### src/rtl/z80_trace_pkg.sv
// Shared types for the Z80 bus tracer: record layout,
// cycle type codes and the strobe decoder.
package z80_trace_pkg;

  localparam int TS_W_DEF = 16;

  typedef enum logic [2:0] {
    FETCH  = 3'd0,
    MEM_RD = 3'd1,
    MEM_WR = 3'd2,
    IO_RD  = 3'd3,
    IO_WR  = 3'd4,
    INTA   = 3'd5
  } ev_type_e;

  typedef struct packed {
    ev_type_e              typ;
    logic [15:0]           addr;
    logic [7:0]            data;
    logic [TS_W_DEF-1:0]   ts;
  } trace_rec_t;

  function automatic ev_type_e decode(
    input logic m1_n,
    input logic mreq_n,
    input logic iorq_n,
    input logic rd_n,
    input logic wr_n
  );
    ev_type_e t;
    if (!m1_n && !mreq_n && !rd_n)  t = FETCH;
    else if (!mreq_n && !rd_n)      t = MEM_RD;
    else if (!mreq_n && !wr_n)      t = MEM_WR;
    else if (!iorq_n && !m1_n)      t = INTA;
    else if (!iorq_n && !rd_n)      t = IO_RD;
    else if (!iorq_n && !wr_n)      t = IO_WR;
    else if (!wr_n)                 t = MEM_WR;
    else                            t = MEM_RD;
    return t;
  endfunction

  function automatic logic is_write(input ev_type_e t);
    return (t == MEM_WR) || (t == IO_WR);
  endfunction

endpackage

### src/rtl/trace_fifo.sv
// Synchronous record FIFO; extra pointer bit separates
// full from empty.
module trace_fifo
  import z80_trace_pkg::*;
#(
  parameter int  DEPTH = 16,
  parameter type rec_t = trace_rec_t
) (
  input  logic clk,
  input  logic reset,
  input  logic push,
  input  logic pop,
  input  logic clear,
  input  rec_t wdata,
  output rec_t rdata,
  output logic full,
  output logic empty
);

  localparam int AW = $clog2(DEPTH);

  rec_t       mem [DEPTH];
  logic [AW:0] wr_ptr;
  logic [AW:0] rd_ptr;
  logic        do_push;
  logic        do_pop;

  assign empty = (wr_ptr == rd_ptr);
  assign full  = (wr_ptr[AW] != rd_ptr[AW]) &&
                 (wr_ptr[AW-1:0] == rd_ptr[AW-1:0]);

  assign do_pop  = pop && !empty;
  assign do_push = push && (!full || do_pop);

  assign rdata = empty ? '0 : mem[rd_ptr[AW-1:0]];

  always_ff @(posedge clk or posedge reset) begin
    if (reset) begin
      wr_ptr <= '0;
      rd_ptr <= '0;
    end else if (clear) begin
      wr_ptr <= '0;
      rd_ptr <= '0;
    end else begin
      if (do_push) wr_ptr <= wr_ptr + 1'b1;
      if (do_pop)  rd_ptr <= rd_ptr + 1'b1;
    end
  end

  always_ff @(posedge clk) begin
    if (do_push && !clear) mem[wr_ptr[AW-1:0]] <= wdata;
  end

endmodule

### src/rtl/z80_bus_tracer.sv
// Passive Z80 bus observer: classifies each completed bus
// cycle and queues a timestamped record.
module z80_bus_tracer
  import z80_trace_pkg::*;
#(
  parameter int DEPTH = 16,
  parameter int TS_W  = 16
) (
  input  logic            clk,
  input  logic            reset,
  input  logic            enable,
  input  logic            clear,
  input  logic            m1_n,
  input  logic            mreq_n,
  input  logic            iorq_n,
  input  logic            rd_n,
  input  logic            wr_n,
  input  logic            rfsh_n,
  input  logic [15:0]     A,
  input  logic [7:0]      di,
  input  logic [7:0]      dout,
  output logic            ev_valid,
  input  logic            ev_ready,
  output logic [2:0]      ev_type,
  output logic [15:0]     ev_addr,
  output logic [7:0]      ev_data,
  output logic [TS_W-1:0] ev_ts,
  output logic            overflow,
  output logic [7:0]      drop_cnt
);

  typedef struct packed {
    ev_type_e          typ;
    logic [15:0]       addr;
    logic [7:0]        data;
    logic [TS_W-1:0]   ts;
  } rec_t;

  logic            act;
  logic            act_q;
  logic            tracing;
  ev_type_e        cur_type;
  ev_type_e        cap_type;
  logic [15:0]     cap_addr;
  logic [7:0]      cap_data;
  logic [TS_W-1:0] ts;
  logic [TS_W-1:0] ts_start;
  logic            push;
  logic            pop;
  logic            full;
  logic            empty;
  rec_t            wrec;
  rec_t            head;

  assign act = (!rd_n || !wr_n || (!iorq_n && !m1_n)) && rfsh_n;
  assign cur_type = decode(m1_n, mreq_n, iorq_n, rd_n, wr_n);

  // tracing marks a cycle that began enabled and stayed enabled
  always_ff @(posedge clk or posedge reset) begin
    if (reset) begin
      ts       <= '0;
      ts_start <= '0;
      act_q    <= 1'b0;
      tracing  <= 1'b0;
      cap_type <= FETCH;
      cap_addr <= '0;
      cap_data <= '0;
    end else begin
      ts    <= ts + 1'b1;
      act_q <= act;
      if (act && enable) begin
        cap_type <= cur_type;
        cap_addr <= A;
        cap_data <= is_write(cur_type) ? dout : di;
      end
      if (act && !act_q) begin
        tracing  <= enable;
        ts_start <= ts;
      end else if (!act || !enable) begin
        tracing <= 1'b0;
      end
    end
  end

  assign push = enable && tracing && act_q && !act;
  assign pop  = !empty && ev_ready;

  assign wrec = '{typ: cap_type, addr: cap_addr,
                  data: cap_data, ts: ts_start};

  trace_fifo #(
    .DEPTH (DEPTH),
    .rec_t (rec_t)
  ) u_fifo (
    .clk   (clk),
    .reset (reset),
    .push  (push),
    .pop   (pop),
    .clear (clear),
    .wdata (wrec),
    .rdata (head),
    .full  (full),
    .empty (empty)
  );

  always_ff @(posedge clk or posedge reset) begin
    if (reset) begin
      overflow <= 1'b0;
      drop_cnt <= '0;
    end else if (clear) begin
      overflow <= 1'b0;
      drop_cnt <= '0;
    end else if (push && full && !pop) begin
      overflow <= 1'b1;
      if (drop_cnt != 8'hFF) drop_cnt <= drop_cnt + 8'd1;
    end
  end

  assign ev_valid = !empty;
  assign ev_type  = head.typ;
  assign ev_addr  = head.addr;
  assign ev_data  = head.data;
  assign ev_ts    = head.ts;

endmodule

### config.mk
export PLATFORM = sky130hd
export DESIGN_NAME = z80_bus_tracer
export DESIGN_NICKNAME = d
export VERILOG_FILES = /design/src/rtl/z80_trace_pkg.sv /design/src/rtl/trace_fifo.sv /design/src/rtl/z80_bus_tracer.sv
export SDC_FILE = /design/constraint.sdc
export NUM_CORES = 1
export LEC_CHECK = 0
export BUFFER_PORTS_ARGS = -buffer_cell sky130_fd_sc_hd__buf_4
export CORE_UTILIZATION = 25
export CTS_BUF_LIST = sky130_fd_sc_hd__clkbuf_16
export CTS_CLUSTER_SIZE = 25
export DETAILED_ROUTE_END_ITERATION = 7
export PLACE_DENSITY = 0.39
export SLEW_MARGIN = 20
export SYNTH_ARGS = -nofsm -noshare
export SYNTH_HDL_FRONTEND = slang
export SYNTH_SLANG_ARGS = --single-unit
### constraint.sdc
create_clock -name clk -period 11.7 [get_ports clk]
set_clock_uncertainty 0.05 [all_clocks]
set_input_delay 2.925 -clock clk [delete_from_list [all_inputs] [get_ports clk]]
set_output_delay 2.925 -clock clk [all_outputs]
set_load 0.02 [all_outputs]
-- Word level (Yosys, flattened, before mapping)
Memories as Yosys holds them, arrays and structs flattened.
Cells that the tools add are included.
- bits in registers: 80
- RAM bits: 688
- output and inout port bits: 53
- logic and storage cells: 87
- memories: 1
- add/sub/neg operators: 4
- equal/unequal tests: 6
- muxes and demuxes: 22
- reductions and logical operators: 43
- memories (memory ; words ; width ; read ports ; clocked after memory_dff ; write ports ; RTL line ; text):
    u_fifo.mem ; 16 ; 43 ; 1 ; 0 ; 1 ; trace_fifo.sv:22 ; rec_t mem [DEPTH];
- operators with widths (operator ; count):
    $mux W43 ; 1
    $mux W8 ; 4
    $logic_and A1 B1 Y1 ; 20
    $mux W5 ; 4
    $mux W3 ; 6
    $add A16 B1 Y16 const B ; 1
    $logic_not A1 Y1 ; 12
    $add A5 B1 Y5 const B ; 2
    $reduce_bool A2 Y1 ; 5
    $add A8 B1 Y8 const B ; 1
    $ne A8 B8 Y1 const B ; 1
    $mux W1 ; 6
    $eq A5 B5 Y1 ; 1
    $logic_or A1 B1 Y1 ; 5
    $eq A4 B4 Y1 ; 1
    $eq A3 B2 Y1 const B ; 1
    $eq A3 B3 Y1 const B ; 1
    $mux W2 ; 1
    $reduce_and A2 Y1 ; 1
    $ne A1 B1 Y1 ; 1

-- Depth between registers and ports, before layout
Gate-level depths: netlist of run 1.
- word-level depth: 11
- gate-level depth with buffers: 7

-- By module
A second synthesis of run 1 with hierarchy kept.
- cells, all modules: 1443
- area, all modules: 29505.8 sq um
- by module, submodules not included (module ; instances ; cells each ; area each (sq um)):
    trace_fifo ; 1 ; 1150 ; 26482.9
    z80_bus_tracer ; 1 ; 293 ; 3022.9

-- Least setup slack after synthesis of run 1
OpenSTA, ideal clock, no wires.
- path kind: in2reg
- start: in rd_n
- end: mem u_fifo.mem[0][0] (netlist bit) (enable)
- arrival time: 7855 ps
- slack: 3245 ps
- stages on the path: 5
- buffers on the path: 1
- cell sequence: buf_2 o211ai_2 a21oi_1 o21ai_2 nor4_1
- word-level cells in the longest chain between the ends: 10
- RTL lines (element ; RTL line ; text):
    from (decl) ; z80_bus_tracer.sv:16 ; input logic rd_n,
    $logic_not A1 Y1 ; z80_bus_tracer.sv:55 ; assign act = (!rd_n || !wr_n || (!iorq_n && !m1_n)) && rfsh_n;
    $logic_or A1 B1 Y1 (2 in series) ; z80_bus_tracer.sv:55 ;
    $logic_and A1 B1 Y1 ; z80_bus_tracer.sv:55 ;
    $logic_not A1 Y1 ; z80_bus_tracer.sv:85 ; assign push = enable && tracing && act_q && !act;
    $logic_and A1 B1 Y1 ; z80_bus_tracer.sv:85 ;
    $logic_and A1 B1 Y1 ; trace_fifo.sv:33 ; assign do_push = push && (!full || do_pop);
    $logic_and A1 B1 Y1 ; trace_fifo.sv:51 ; if (do_push && !clear) mem[wr_ptr[AW-1:0]] <= wdata;
    $mux W1 ; trace_fifo.sv:51 ;
    $mux W1 (implied by the code) ; trace_fifo.sv:51 ;
    to (decl) ; trace_fifo.sv:22 ;
No other way between the ends.

-- Final worst setup path of run 1
- start: reg u_fifo.rd_ptr[0]
- end: out ev_ts[2]
- word-level cells in the longest chain between the ends: 2
- RTL lines (element ; RTL line ; text):
    from (decl) ; trace_fifo.sv:24 ; logic [AW:0] rd_ptr;
    from (signal assigned) ; trace_fifo.sv:46 ; if (do_pop) rd_ptr <= rd_ptr + 1'b1;
    $mem_v2 Z16 W43 / $eq A5 B5 Y1 (equally long branches) ; - ;
    $mux W43 * ; trace_fifo.sv:35 ; assign rdata = empty ? '0 : mem[rd_ptr[AW-1:0]];
    to (decl) ; z80_bus_tracer.sv:27 ; output logic [TS_W-1:0] ev_ts,
Mark *: on every way between the ends. The rest lies on a longest branch, timed or not.

==> results of run 1 <==
-- layer usage --
layer / vias to the layer above / GRT usage
li1: 6323 / -
met5: - / 0
met4: 0 / 0.03350
met2: 300 / 0.2258
met3: 103 / 0.02282
met1: 7980 / 0.1895
-- synth_stat cells, drive strengths merged, types with 2 or more instances --
master and n:
o211a 2, a21oi 55, and4 4, mux2 26, dfrtp 80, mux4 172, nand2 66, nand3 23
a211oi 4, edfxtp 688, o31ai 3, a22oi 88, nor4 7, buf 47, nand2b 3, and2 3
nand4 4, a31oi 9, o21ai 13, xor2 7, o2111ai 3, and3 6, clkbuf 38, a41oi 2
nor3 16, inv 10, xnor2 13, nor2 30, ha 7, nor2b 13
-- placed cells by master (no fill, tap or decap), types with 3 or more instances in the layout --
cell       count
mux2_1         3
a211oi_1       4
clkbuf_16     91
inv_1         29
clkinv_1      26
clkinv_2      17
nor3_1         4
nand3_1       23
mux2_4         8
mux2_2        15
edfxtp_1     688
mux4_2       172
nand4_1        3
nand2_1       66
nor2_1        28
dfrtp_1       78
bufinv_16      7
buf_4        127
a21oi_1       55
and3_1         5
o31ai_1        3
a31oi_1        9
nand2b_1       3
a22oi_1       88
xor2_1         6
nor3_2        12
nor4_2         4
ha_1           7
xnor2_1       11
inv_6          3
and4_1         3
nor2b_1       11
o21ai_0       12
-- kinds of logic after synthesis --
family / count (synthesis) / share of synthesized area
compound gates: 189 / 0.04283
simple gates: 179 / 0.02937
flops: 768 / 0.7599
mux: 199 / 0.1410
buf+inv: 96 / 0.01733
xor+xnor: 20 / 0.006629
fa+ha+maj: 7 / 0.002937
-- worst max-delay path: cells and delay by family, from the launching register on --
kind,cells,cell delay [ps]
multiplexers,1,370
flip-flops,1,820
AO/OA/AOI/OAI,2,750
buffers and inverters,3,1790
-- flip-flops by register name (all words and copies together) (netlist names) --
signal	flops
act_q	1
cap_addr	16
drop_cnt	8
ts_start	16
ts	16
cap_type	3
cap_data	8
u_fifo.wr_ptr	5
tracing	1
u_fifo.rd_ptr	5
overflow	1
u_fifo.mem	688
-- how the worst min path moves through the flow --
stage	slack [ps]	to	startpoint	cells after the start
6_report	410	ts[0]$_DFF_PP0_	ts[0]$_DFF_PP0_	1
3_5_place_dp	410	ts[0]$_DFF_PP0_	ts[0]$_DFF_PP0_	1
2_1_floorplan	380	ts[0]$_DFF_PP0_	ts[0]$_DFF_PP0_	1
3_3_place_gp	400	ts[0]$_DFF_PP0_	ts[0]$_DFF_PP0_	1
4_1_cts	410	ts[0]$_DFF_PP0_	ts[0]$_DFF_PP0_	1
5_1_grt	440	ts[15]$_DFF_PP0_	ts[15]$_DFF_PP0_	1
-- stage by stage --
step	setup slack, ps	std cells	util	hold slack (ps)	area [um2]
finish	4301	3205	0.2980	413.9	35230
global route	3828	3205	0.2980	441.3	35230
CTS	3988	3204	0.2977	414.8	35210
detailed placement	4702	3037	0.2738	406.3	32370
global placement	4679	3037	0.2738	397.6	32370
floorplan	3245	1458	-	376.8	29820
-- cell type report --
cell class,count,share of cell area
inverter,11,0.001243
timing repair buffer,129,0.02841
sequential,768,0.6434
clock inverter,76,0.01580
multi-input combinational,594,0.1919
tap,1536,0.05455
clock buffer,91,0.06463
-- report_power, final --
part | internal (mW) | leakage, nW | switching, mW
combinational | 0.0473 | 2.55 | 0.0666
clock | 1.57 | 1.47 | 1.13
sequential | 3.06 | 7.22 | 0.0819
total | 4.67 | 11.3 | 1.28
==> impl_metrics.csv, run 1 <==
group,metric,value,unit
outcome,status,"completed",
placed_design,numPortBuffers,95,
route,viasPerCell,4.588,
route,met3WireLength,3182,um
synthesis,synth_top_cell_by_area,"edfxtp_1",
synthesis,synthArstFlopShare,0.1042,
synthesis,yosys.cell_types.count,61,
route,routed.top_layer,"met4",
synthesis,ys_ff_latch,768,
synthesis,synth_top_cell_area_share,0.6927,
floorplanning,dieArea,120700,um2
clocking,post-cts-setup-buffers,0,
flow_run,max_cap_violations,0,
route,ant_nets,0,
worst_setup_path,worstReg2RegStart,"u_fifo.rd_ptr[1]$_DFFE_PP0P_",
worst_setup_path,cp-end-kind,"output port",
route,drc,0,
synthesis,synth_nets,1508,
clocking,cts_root_buffer,"clkbuf_16",
floorplanning,die_x,347.4,um
pwr,p_leak,11.25,nW
pwr,finalPower,5.946,mW
floorplanning,die_h,347.4,um
final_layout,syn_to_final_growth,18.14,%
worst_setup_path,crit_start,"u_fifo.rd_ptr[0]$_DFFE_PP0P_",
route,drt-pass1-iter-count,5,
route,wl_met2,39510,um
synthesis,synth_top_flop_cell,"edfxtp_1",
clocking,path_clk_slew,60,ps
worst_setup_path,cp_common_cell,"buf_4",
route,num_vias,14710,
floorplanning,io_pins,96,
global_route,grt_pass1_wl,118500,um
sta,hold_viol,0,
clocking,worstSkewPairLatency,630,ps
worst_setup_path,cp.required,8730,ps
worst_setup_path,crit_path_start_kind,"register",
worst_setup_path,cp.arrival,4420,ps
route,drt_iter0_markers,1019,
pwr,power_density,168.8,nW/um2
sta,fin_tns_setup,0,ps
synthesis,ys_seq_area_frac,0.7599,
worst_setup_path,crit_fanout,40,
clocking,numCtsBuffers,90,
worst_setup_path,reg2reg_to,"u_fifo.mem[4][23]$_DFFE_PP_",
worst_setup_path,slowest_delay,820,ps
floorplanning,start_util,0.2522,
worst_setup_path,crit_chain,"buf_4 > buf_4 > mux4_2 > a22oi_1 > a21oi_1 > buf_4",
final_layout,nets,1644,
worst_setup_path,critPathSlowestCell,"dfrtp_4",
sta,tightest_slew,1091,ps
pwr,peakVddDrop,102.2,uV
worst_setup_path,endpoint,"ev_ts[2]",
clocking,h-tree-depth,3,
worst_setup_path,ff2ff_setup_slack,8080,ps
synthesis,synth_area_leaders,"edfxtp_1 (69%), mux4_2 (13%), dfrtp_1 (6.7%)",
global_route,gr-total-overflow,0,
synthesis,syn_area_per_cell,20.46,um2
final_layout,multiInputGateArea,6763,um2
global_route,grt_pass1_vias,15990,
route,wl_per_cell,25.74,um
synthesis,synth-edff-count,688,
sta,finalCritPeriodShare,0.6324,
global_route,grt_max_degree,141,
route,finalWirelength,82490,um
global_route,track_usage,0.1377,
clocking,cts_tree,"yes",
placed_design,gp_congestion,0.6761,
sta,rsz0062_at_grt,"no",
worst_setup_path,setup.worst_path.class,"register to output port",
synthesis,synth_area,29820,um2
sta,min_period,7399,ps
sta,fmax,135.1,MHz
floorplanning,rows,126,
final_layout,n_fill_cell,11590,
clocking,ctsLongestPathBuffers,3,
sta,slew_viol_final,0,
final_layout,drive_above_1_share,0.2888,
route,drt-met1-wl,38240,um
final_layout,num_antenna_cells,0,
final_layout,seqCellArea,22670,um2
sta,setup_viol,0,
synthesis,yosysWarnings,0,
placed_design,hpwl,38790,um
global_route,antenna_found_initial,3,
synthesis,synthCells,1458,
floorplanning,coreArea,118200,um2
worst_setup_path,worst_r2r_path_depth,5,
clocking,cts_sinks,768,
clocking,cts-hold-fix-buffers,0,
worst_hold_path,hold_path.class,"register to register",
clocking,ctsResizeCount,0,
sta,maxSlewHeadroom,0.2727,
No activity file was read; power rests on OpenSTA's default activity.
==> inputs of run 2 (changes only) <==
--- a/config.mk
+++ b/config.mk
@@ -5,12 +5,13 @@
 export SDC_FILE = /design/constraint.sdc
 export NUM_CORES = 1
 export LEC_CHECK = 0
+export ABC_AREA = 1
 export BUFFER_PORTS_ARGS = -buffer_cell sky130_fd_sc_hd__buf_4
 export CORE_UTILIZATION = 25
 export CTS_BUF_LIST = sky130_fd_sc_hd__clkbuf_16
 export CTS_CLUSTER_SIZE = 25
 export DETAILED_ROUTE_END_ITERATION = 7
-export PLACE_DENSITY = 0.39
+export PLACE_DENSITY = 0.4
 export SLEW_MARGIN = 20
 export SYNTH_ARGS = -nofsm -noshare
 export SYNTH_HDL_FRONTEND = slang
==> constraint.sdc (replaced) <==
create_clock -name clk -period 6 [get_ports clk]
set_clock_uncertainty 0.05 [all_clocks]
set_input_delay 1.5 -clock clk [delete_from_list [all_inputs] [get_ports clk]]
set_output_delay 1.5 -clock clk [all_outputs]
set_load 0.02 [all_outputs]
==> impl_metrics.csv, run 2 <==
group,metric,value,unit
sta,fmax,198.0,MHz
synthesis,ys_seq_area_frac,0.7130,
final_layout,num_antenna_cells,0,
global_route,grt_pass1_vias,19410,
final_layout,nets,2867,
synthesis,syn_area_per_cell,11.58,um2
final_layout,drive_above_1_share,0.1366,
synthesis,yosysWarnings,0,
clocking,cts_tree,"yes",
global_route,antenna_found_initial,2,
placed_design,gp_congestion,0.7138,
pwr,p_leak,13.57,nW
pwr,power_density,313.3,nW/um2
placed_design,numPortBuffers,95,
worst_setup_path,cp_common_cell,"nand2_1",
global_route,grt_pass1_wl,133800,um
route,viasPerCell,4.361,
placed_design,dp_slack,1520,ps
sta,slew_viol_final,0,
sta,maxSlewHeadroom,0.2943,
placed_design,hpwl,47640,um
final_layout,syn_to_final_growth,16.77,%
worst_hold_path,hold_path.class,"register to register",
synthesis,ys_ff_latch,768,
worst_setup_path,cp.required,4450,ps
pwr,peakVddDrop,201.9,uV
flow_run,max_cap_violations,0,
synthesis,yosys.cell_types.count,39,
floorplanning,rows,130,
clocking,cts_sinks,768,
route,num_vias,19810,
sta,hold_viol,0,
global_route,grt_max_degree,152,
floorplanning,die_x,358.6,um
clocking,path_clk_slew,60,ps
synthesis,synth_top_cell_area_share,0.6501,
synthesis,synth_top_cell_by_area,"edfxtp_1",
sta,finalCritPeriodShare,0.8418,
final_layout,final_common_cell,"edfxtp_1",
clocking,post-cts-setup-buffers,0,
worst_setup_path,crit_chain,"clkinv_8 > buf_4 > o21ai_1 > nand2_1 > nand2_1 > nand2_1 > inv_2 > a21oi_2 > buf_4",
clocking,h-tree-depth,3,
final_layout,largest_reg_flops,688,
worst_setup_path,cp.arrival,3500,ps
route,drt_iter0_markers,1239,
global_route,gr-total-overflow,0,
placed_design,place_inst,4378,
synthesis,synth_area,31780,um2
floorplanning,coreArea,125900,um2
floorplanning,io_pins,96,
synthesis,synth-edff-count,688,
floorplanning,dieArea,128600,um2
sta,fin_tns_setup,0,ps
global_route,busiest_layer,"met2",
route,drt-pass1-iter-count,7,
global_route,use_met3,0.01858,
route,finalWirelength,90880,um
synthesis,synthCells,2744,
worst_setup_path,cp-end-kind,"output port",
final_layout,mostFrequentLayoutCells,"edfxtp_1 (688), nor2_1 (664), nand2_1 (375)",
worst_setup_path,critPathSlowestCell,"dfrtp_4",
worst_setup_path,slowest_delay,690,ps
clocking,ctsLongestPathBuffers,3,
worst_setup_path,crit_fanout,99,
route,drc,0,
global_route,met2_usage,0.2275,
route,wl_per_cell,20.01,um
clocking,cts_root_buffer,"clkbuf_16",
floorplanning,die_h,358.6,um
outcome,status,"completed",
synthesis,synth_commonest_cells,"edfxtp_1 (688), nor2_1 (681), nand2_1 (375)",
synthesis,synthArstFlopShare,0.1042,
global_route,met1_usage,0.2013,
clocking,numCtsBuffers,87,
worst_setup_path,setup.worst_path.class,"register to output port",
sta,tightest_slew,1059,ps
clocking,ctsResizeCount,0,
route,ant_nets,0,
final_layout,final_cells,4542,
sta,min_period,5051,ps
synthesis,synth_nets,2794,
synthesis,synthMostInstantiatedCell,"edfxtp_1",
synthesis,synth_top_flop_cell,"edfxtp_1",
sta,worst_slack,949.1,ps
clocking,cts-hold-fix-buffers,0,
clocking,worstSkewPairLatency,640,ps
sta,setup_viol,0,
floorplanning,start_util,0.2524,
sta,rsz0062_at_grt,"no",
worst_setup_path,crit_path_start_kind,"register",
global_route,track_usage,0.1415,
synthesis,synth_area_leaders,"edfxtp_1 (65%), nor2_1 (8.0%), dfrtp_1 (6.3%)",
-- run 2: layout make-up --
class	instances	area [um2]
clock buffers	93	2327
clock inverters	71	491.7
fillers	12980	88780
inverters	107	426.7
multi-input cells	1715	7956
flip-flops and latches	768	22670
well taps	1650	2064
repair buffers	138	1174
-- run 2: report_power, final --
group	leakage (nW)	switching (mW)	total [mW]	internal (mW)
logic	4.65	0.161	0.240	0.0788
clock network	1.46	2.19	5.25	3.06
registers	7.45	0.170	6.14	5.97
-- run 2: final timing paths --
| path | start | endpoint | slack, ps | cells after the start |
|---|---|---|---|---|
| max | u_fifo.rd_ptr[0]$_DFFE_PP0P_ | ev_data[6] | 950 | 9 |
| min | ts[15]$_DFF_PP0_ | ts[15]$_DFF_PP0_ | 410 | 1 |
| max reg2reg | u_fifo.rd_ptr[1]$_DFFE_PP0P_ | u_fifo.mem[14][31]$_DFFE_PP_ | 1890 | 11 |
| min reg2reg | ts[15]$_DFF_PP0_ | ts[15]$_DFF_PP0_ | 410 | 1 |
| max in group asynchronous | reset | ts[11]$_DFF_PP0_ | 3940 | 3 |
| min in group asynchronous | reset | drop_cnt[7]$_DFFE_PP0P_ | 930 | 2 |
-- run 2: layer usage --
| layer | vias to the layer above | part of all wire |
|---|---|---|
| met1 | 9753 | 0.49 |
| met2 | 325 | 0.46 |
| met3 | 103 | 0.033 |
| met5 | - | 0 |
| li1 | 9628 | - |
| met4 | 0 | 0.016 |
-- run 2: logic make-up (layout without fill, tap and decap cells) --
logic type / count (synthesis) / in the layout / synth area share
fa+ha+maj: 7 / 7 / 0.002756
flops: 768 / 768 / 0.7130
xor+xnor: 23 / 23 / 0.006338
mux: 3 / 3 / 0.001063
compound gates: 469 / 469 / 0.08248
buf+inv: 261 / 409 / 0.04063
simple gates: 1213 / 1213 / 0.1537
-- run 2: critical path, delay by kind of cell, from the launching register on --
kind	cells	cell delay, ps
and+or+nand+nor	3	420
DFF	1	690
AOI/OAI and AO/OA	2	290
buffers and inverters	4	1330
-- run 2: metrics by stage --
stage	utilization	total power, mW	hold slack [ps]	instance area (um2)
floorplan	-	6.331	384.7	31780
global placement	0.2724	6.503	408.7	34290
detailed placement	0.2724	6.502	404.6	34290
CTS	0.2948	11.79	418.0	37110
global route	0.2948	12.04	432.0	37110
finish	0.2948	11.63	411.5	37110
